--- config.mk ---
export PLATFORM = sky130hd
export DESIGN_NAME = trap_ctrl
export DESIGN_NICKNAME = d
export VERILOG_FILES = /design/src/rtl/trap_ctrl.sv
export SDC_FILE = /design/constraint.sdc
export NUM_CORES = 1
export LEC_CHECK = 0
export BUFFER_PORTS_ARGS = -buffer_cell sky130_fd_sc_hd__clkbuf_2
export CORE_ASPECT_RATIO = 0.75
export CORE_UTILIZATION = 43
export CTS_CLUSTER_DIAMETER = 100
export DETAILED_ROUTE_END_ITERATION = 8
export PLACE_DENSITY_LB_ADDON = 0.15
export SLEW_MARGIN = 20
export SYNTH_ARGS = -nofsm -noshare
export SYNTH_HDL_FRONTEND = slang
export SYNTH_SLANG_ARGS = --single-unit
--- constraint.sdc ---
create_clock -name I_clk -period 1.6 [get_ports I_clk]
set_input_delay 0.24 -clock I_clk [delete_from_list [all_inputs] [get_ports I_clk]]
set_output_delay 0.24 -clock I_clk [all_outputs]
set_load 0.01 [all_outputs]
--- src/rtl/trap_ctrl.sv ---
// trap_ctrl: machine-mode trap sequencer.
//
// Accepts one decoded trap instruction at a time (ECALL, EBREAK, MRET),
// latches its context, then walks a fixed sequence of CSR writes followed by
// a one-cycle fetch redirect. The pipeline is held by O_flush whenever the
// controller is not idle.
//
// Optional feature: define TRAP_EBREAK_HALT_EN to make EBREAK enter an
// absorbing HALT state (O_halt=1) instead of taking the ECALL-style trap with
// mcause=3. Without the macro O_halt is tied to 0.
//
// Ports:
//   I_clk, I_rst_n       clock, synchronous active-low reset
//   I_except_valid       trap instruction presented
//   O_except_ready       controller idle and able to accept
//   I_except[2:0]        one-hot kind: bit0 ECALL, bit1 EBREAK, bit2 MRET
//   I_pc                 PC of the trapping instruction
//   I_mtvec/I_mepc/I_mstatus  current CSR values
//   O_csr_we/O_csr_waddr/O_csr_wdata  single CSR write port
//   O_flush              pipeline flush/stall, high whenever not idle
//   O_redirect_valid/O_redirect_pc    one-cycle fetch redirect
//   O_halt               simulation halt
module trap_ctrl #(
  parameter int unsigned XLEN = 32
) (
  input  logic            I_clk,
  input  logic            I_rst_n,
  input  logic            I_except_valid,
  output logic            O_except_ready,
  input  logic [2:0]      I_except,
  input  logic [XLEN-1:0] I_pc,
  input  logic [XLEN-1:0] I_mtvec,
  input  logic [XLEN-1:0] I_mepc,
  input  logic [XLEN-1:0] I_mstatus,
  output logic            O_csr_we,
  output logic [11:0]     O_csr_waddr,
  output logic [XLEN-1:0] O_csr_wdata,
  output logic            O_flush,
  output logic            O_redirect_valid,
  output logic [XLEN-1:0] O_redirect_pc,
  output logic            O_halt
);

  localparam logic [2:0] st_idle       = 3'd0;
  localparam logic [2:0] st_wr_mepc    = 3'd1;
  localparam logic [2:0] st_wr_mcause  = 3'd2;
  localparam logic [2:0] st_wr_mstatus = 3'd3;
  localparam logic [2:0] st_redirect   = 3'd4;
  localparam logic [2:0] st_halt       = 3'd5;

  localparam logic [11:0] csr_mstatus = 12'h300;
  localparam logic [11:0] csr_mepc    = 12'h341;
  localparam logic [11:0] csr_mcause  = 12'h342;

  logic [2:0]      state_q, state_d;
  logic [XLEN-1:0] pc_q;
  logic            ebreak_q;
  logic [XLEN-1:0] mstatus_q;   // already-updated mstatus value to write
  logic [XLEN-1:0] target_q;    // redirect target resolved at accept

  logic            accept;
  logic            kind_ecall, kind_ebreak, kind_mret;
  logic [XLEN-1:0] mstatus_trap, mstatus_mret, mtvec_base;

  // Priority ECALL > EBREAK > MRET for multi-hot kinds.
  assign kind_ecall  = I_except[0];
  assign kind_ebreak = ~I_except[0] & I_except[1];
  assign kind_mret   = ~I_except[0] & ~I_except[1] & I_except[2];

  // A valid with no kind bit set is a no-op and is not accepted.
  assign accept = I_except_valid & (state_q == st_idle) & (|I_except);

  assign mtvec_base = I_mtvec & ~XLEN'(3);

  // mstatus bits: MIE=3, MPIE=7, MPP=12:11.
  always_comb begin
    mstatus_trap        = I_mstatus;
    mstatus_trap[7]     = I_mstatus[3];
    mstatus_trap[3]     = 1'b0;
    mstatus_trap[12:11] = 2'b11;

    mstatus_mret        = I_mstatus;
    mstatus_mret[3]     = I_mstatus[7];
    mstatus_mret[7]     = 1'b1;
    mstatus_mret[12:11] = 2'b11;
  end

  always_comb begin
    state_d = state_q;
    case (state_q)
      st_idle: begin
        if (accept) begin
          if (kind_ecall) begin
            state_d = st_wr_mepc;
          end else if (kind_ebreak) begin
`ifdef TRAP_EBREAK_HALT_EN
            state_d = st_halt;
`else
            state_d = st_wr_mepc;
`endif
          end else begin
            state_d = st_wr_mstatus;
          end
        end
      end
      st_wr_mepc:    state_d = st_wr_mcause;
      st_wr_mcause:  state_d = st_wr_mstatus;
      st_wr_mstatus: state_d = st_redirect;
      st_redirect:   state_d = st_idle;
      st_halt:       state_d = st_halt;
      default:       state_d = st_idle;
    endcase
  end

  always_ff @(posedge I_clk) begin
    if (!I_rst_n) begin
      state_q   <= st_idle;
      pc_q      <= '0;
      ebreak_q  <= 1'b0;
      mstatus_q <= '0;
      target_q  <= '0;
    end else begin
      state_q <= state_d;
      if (accept) begin
        pc_q      <= I_pc;
        ebreak_q  <= kind_ebreak;
        mstatus_q <= kind_mret ? mstatus_mret : mstatus_trap;
        target_q  <= kind_mret ? I_mepc : mtvec_base;
      end
    end
  end

  // Outputs decode from state and latched context only.
  always_comb begin
    O_except_ready   = (state_q == st_idle);
    O_flush          = (state_q != st_idle);
    O_csr_we         = 1'b0;
    O_csr_waddr      = '0;
    O_csr_wdata      = '0;
    O_redirect_valid = 1'b0;
    O_redirect_pc    = '0;
    case (state_q)
      st_wr_mepc: begin
        O_csr_we    = 1'b1;
        O_csr_waddr = csr_mepc;
        O_csr_wdata = pc_q;
      end
      st_wr_mcause: begin
        O_csr_we    = 1'b1;
        O_csr_waddr = csr_mcause;
        O_csr_wdata = ebreak_q ? XLEN'(3) : XLEN'(11);
      end
      st_wr_mstatus: begin
        O_csr_we    = 1'b1;
        O_csr_waddr = csr_mstatus;
        O_csr_wdata = mstatus_q;
      end
      st_redirect: begin
        O_redirect_valid = 1'b1;
        O_redirect_pc    = target_q;
      end
      default: ;
    endcase
  end

`ifdef TRAP_EBREAK_HALT_EN
  assign O_halt = (state_q == st_halt);
`else
  assign O_halt = 1'b0;
`endif

endmodule
==> results_dict.tcl <==
set metrics [dict create \
    outcome "finished with violations" \
    violations "negative setup slack" \
    drt-met1-wl_um 8090 \
    avgSynthCellArea_um2 7.89 \
    crit_family "buffers and inverters" \
    synth.distinct_cells 37 \
    routed_via_density 6.06 \
    setup_viol 168 \
    synth-edff-count 0 \
    powerDensity_mw_per_mm2 927 \
    total_leakage_power_nw 3.40 \
    yosysTopAreaCell "dfxtp_1" \
    area_growth_pct 72.6 \
    vias 5772 \
    grt_max_degree 59 \
    multi_input_area_mm2 0.00316 \
    final_area_mm2 0.00809 \
    rsz0062_at_grt "true" \
    dp.cells 893 \
    hold_buffers 0 \
    worstSetupEndpoint "target_q[25]" \
    path_clk_slew_ps 70 \
    cp.depth 7 \
    ir_worst_vdd_uv 584 \
    crit_top_cell "buf_6" \
    worstPathRequired_ps 1830 \
    synthArstFlopShare 0 \
    io_pins 215 \
    clockRootBuffer "clkbuf_16" \
    slew_headroom 0.637 \
    io_buffer_count 202 \
    initialDrtViolationCount 405 \
    place_area_mm2 0.00594 \
    hp-class "input pin to flop" \
    routed_wl_um 19200 \
    slew_viol_final 0 \
    synth_ff_type "dfxtp_1" \
    rows 32 \
    grt_antenna_before_repair 0 \
    detail-route-antenna-nets 0 \
    tightest_slew_ps 545 \
    ys_seq_elements 99 \
    seqCellArea_mm2 0.00199 \
    timing.reg2reg.setup_slack_ps -260 \
    die_w_um 123 \
    final.setup_skew_ps 7.09 \
    diodes 0 \
    final.min_clock_period_ps 1860 \
    crit_type "flop to flop" \
    r2r_end "target_q[25]" \
    die_area_mm2 0.0113 \
    cts_tree "done" \
    grt_pass1_wl_um 24900 \
    end_kind "flop" \
    worst_r2r_path_depth 7 \
    routed.top_layer "met4" \
    fin_hold_ws_ps 121 \
    final_util 0.774 \
    cts_max_level 3 \
    wl_met2_um 8830 \
    gr-usage-all-layers 0.281 \
    fin_cells 952 \
    dp_hpwl_um 9710 \
    fmax_ghz 0.537 \
    die_h_um 92.4 \
    final_cell_mix "clkbuf_2 (141), dfxtp_1 (96), a21oi_1 (73), nand2_1 (61), o21ai_2 (47)" \
    crit_start "state_q[1]" \
    synthTopCellsByArea "dfxtp_1 (42%), a21oi_1 (11%), nand3_1 (6.4%)" \
    cp-start-kind "flop" \
    wl_met3_um 1650 \
    hold_viol_final 0 \
    drt_pass1_iterations 5 \
    drcViolationCount 0 \
    fillCellCount 712 \
    final_common_cell "clkbuf_2" \
    arrival_ps 2090 \
    syn_area_mm2 0.00469 \
    crit_chain "buf_6 > buf_6 > nor4b_4 > buf_6 > bufbuf_16 > a21oi_1 > a311oi_1" \
    min_period_over_period 1.16 \
    place_congestion 0.780 \
    synth_warnings 0 \
    nNetsFinal 946 \
    maxCapViolCount 0 \
    ys_seq_area_frac 0.423 \
    worst_slack_ps -262 \
    start_util 0.449 \
    cts.sinks 99 \
    grt-ovfl-total 0 \
    slowest_stage "dfxtp_4" \
    post_drt_wl_per_cell_um 20.1 \
    drive_gt1_frac 0.544 \
    clockBufferDepth 2 \
    slowest_delay_ps 370 \
    critPathBufInv 4 \
    grt_pass1_vias 5044 \
    post-synth-top-area-fraction 0.423 \
    clk_latency_ps 350 \
    cts-buffers-inserted 9 \
    syn_inst 594 \
    critPathMaxFanout 6 \
    core_area_mm2 0.0105 \
    r2r_start "state_q[1]" \
]
==> area by class of cell <==
| type | count | share of cell area |
|---|---|---|
| clock inverter | 2 | 0.00433 |
| inverter | 3 | 0.00170 |
| tap | 136 | 0.0210 |
| timing repair buffer | 279 | 0.304 |
| clock buffer | 13 | 0.0322 |
| multi-input combinational | 420 | 0.391 |
| sequential | 99 | 0.246 |
==> worst min-delay path by stage <==
| stage | endpoint | slack (ps) | depth (start not counted) | startpoint |
|---|---|---|---|---|
| 2_1_floorplan | mstatus_q[12] | 360 | 1 | I_rst_n |
| 3_3_place_gp | target_q[1] | 450 | 2 | target_q[1] |
| 3_5_place_dp | target_q[1] | 460 | 2 | target_q[1] |
| 4_1_cts | mstatus_q[17] | 120 | 3 | I_mstatus[17] |
| 5_1_grt | mstatus_q[15] | 120 | 3 | I_mstatus[15] |
| 6_report | mstatus_q[19] | 120 | 3 | I_mstatus[19] |
==> per-layer routing <==
metal	track usage	up-vias
met5	0	-
met4	0.104	0
met3	0.0640	67
met2	0.440	324
met1	0.375	2774
li1	-	2607
==> what timing repair did <==
item                       4_1_cts  5_1_grt
resized for setup               71      292
buffers inserted                 8        9
setup endpoints to repair       79      169
hold endpoints to repair         0        0
gates cloned                    12       15
pin swaps                       30       54
==> through the flow <==
| stage | TNS [ps] | setup slack (ps) | power (mW) |
|---|---|---|---|
| global route | -33830 | -289 | 7.75 |
| finish | -28060 | -262 | 7.49 |
| global placement | 0 | 53.1 | 4.14 |
| floorplan | 0 | 9.76 | 3.63 |
| detailed placement | 0 | 1.68 | 4.17 |
| CTS | -18600 | -203 | 6.74 |
==> where the power goes <==
group | leakage [nW] | internal, mW | switching [mW]
clock | 0.146 | 1.29 | 0.939
sequential | 0.815 | 2.69 | 0.159
combinational | 2.44 | 1.23 | 1.19
==> tightest hold or removal path: cells and delay by family <==
kind,cells,cell delay [ps]
buf+inv,1,80
compound gates,1,50
simple gates,1,50
==> logic make-up (layout without fill, tap and decap cells) <==
kind of cell	Yosys count	in the layout	share of synthesized area
multiplexers	1	1	0.00240
AO/OA/AOI/OAI	228	228	0.293
other	1	8	0.000800
AND/OR/NAND/NOR	181	181	0.197
flip-flops	99	99	0.423
buffers and inverters	82	297	0.0809
XOR/XNOR	2	2	0.00374
==> cells in the mapped netlist (all sizes together), types with 2 or more instances <==
cell type    n
nor2         6
and3        32
xnor2        2
o21ai       66
a21oi      100
nand2       62
nand4        3
clkbuf      51
a22o        29
a311oi      30
nor3         5
nor3b        4
buf         28
inv          3
nand3       60
dfxtp       99
==> flip-flops by register name (all words and copies together) (netlist names) <==
| signal | cells |
|---|---|
| state_q | 3 |
| mstatus_q | 31 |
| ebreak_q | 1 |
| target_q | 32 |
| pc_q | 32 |
No activity file was read; power rests on OpenSTA's default activity.
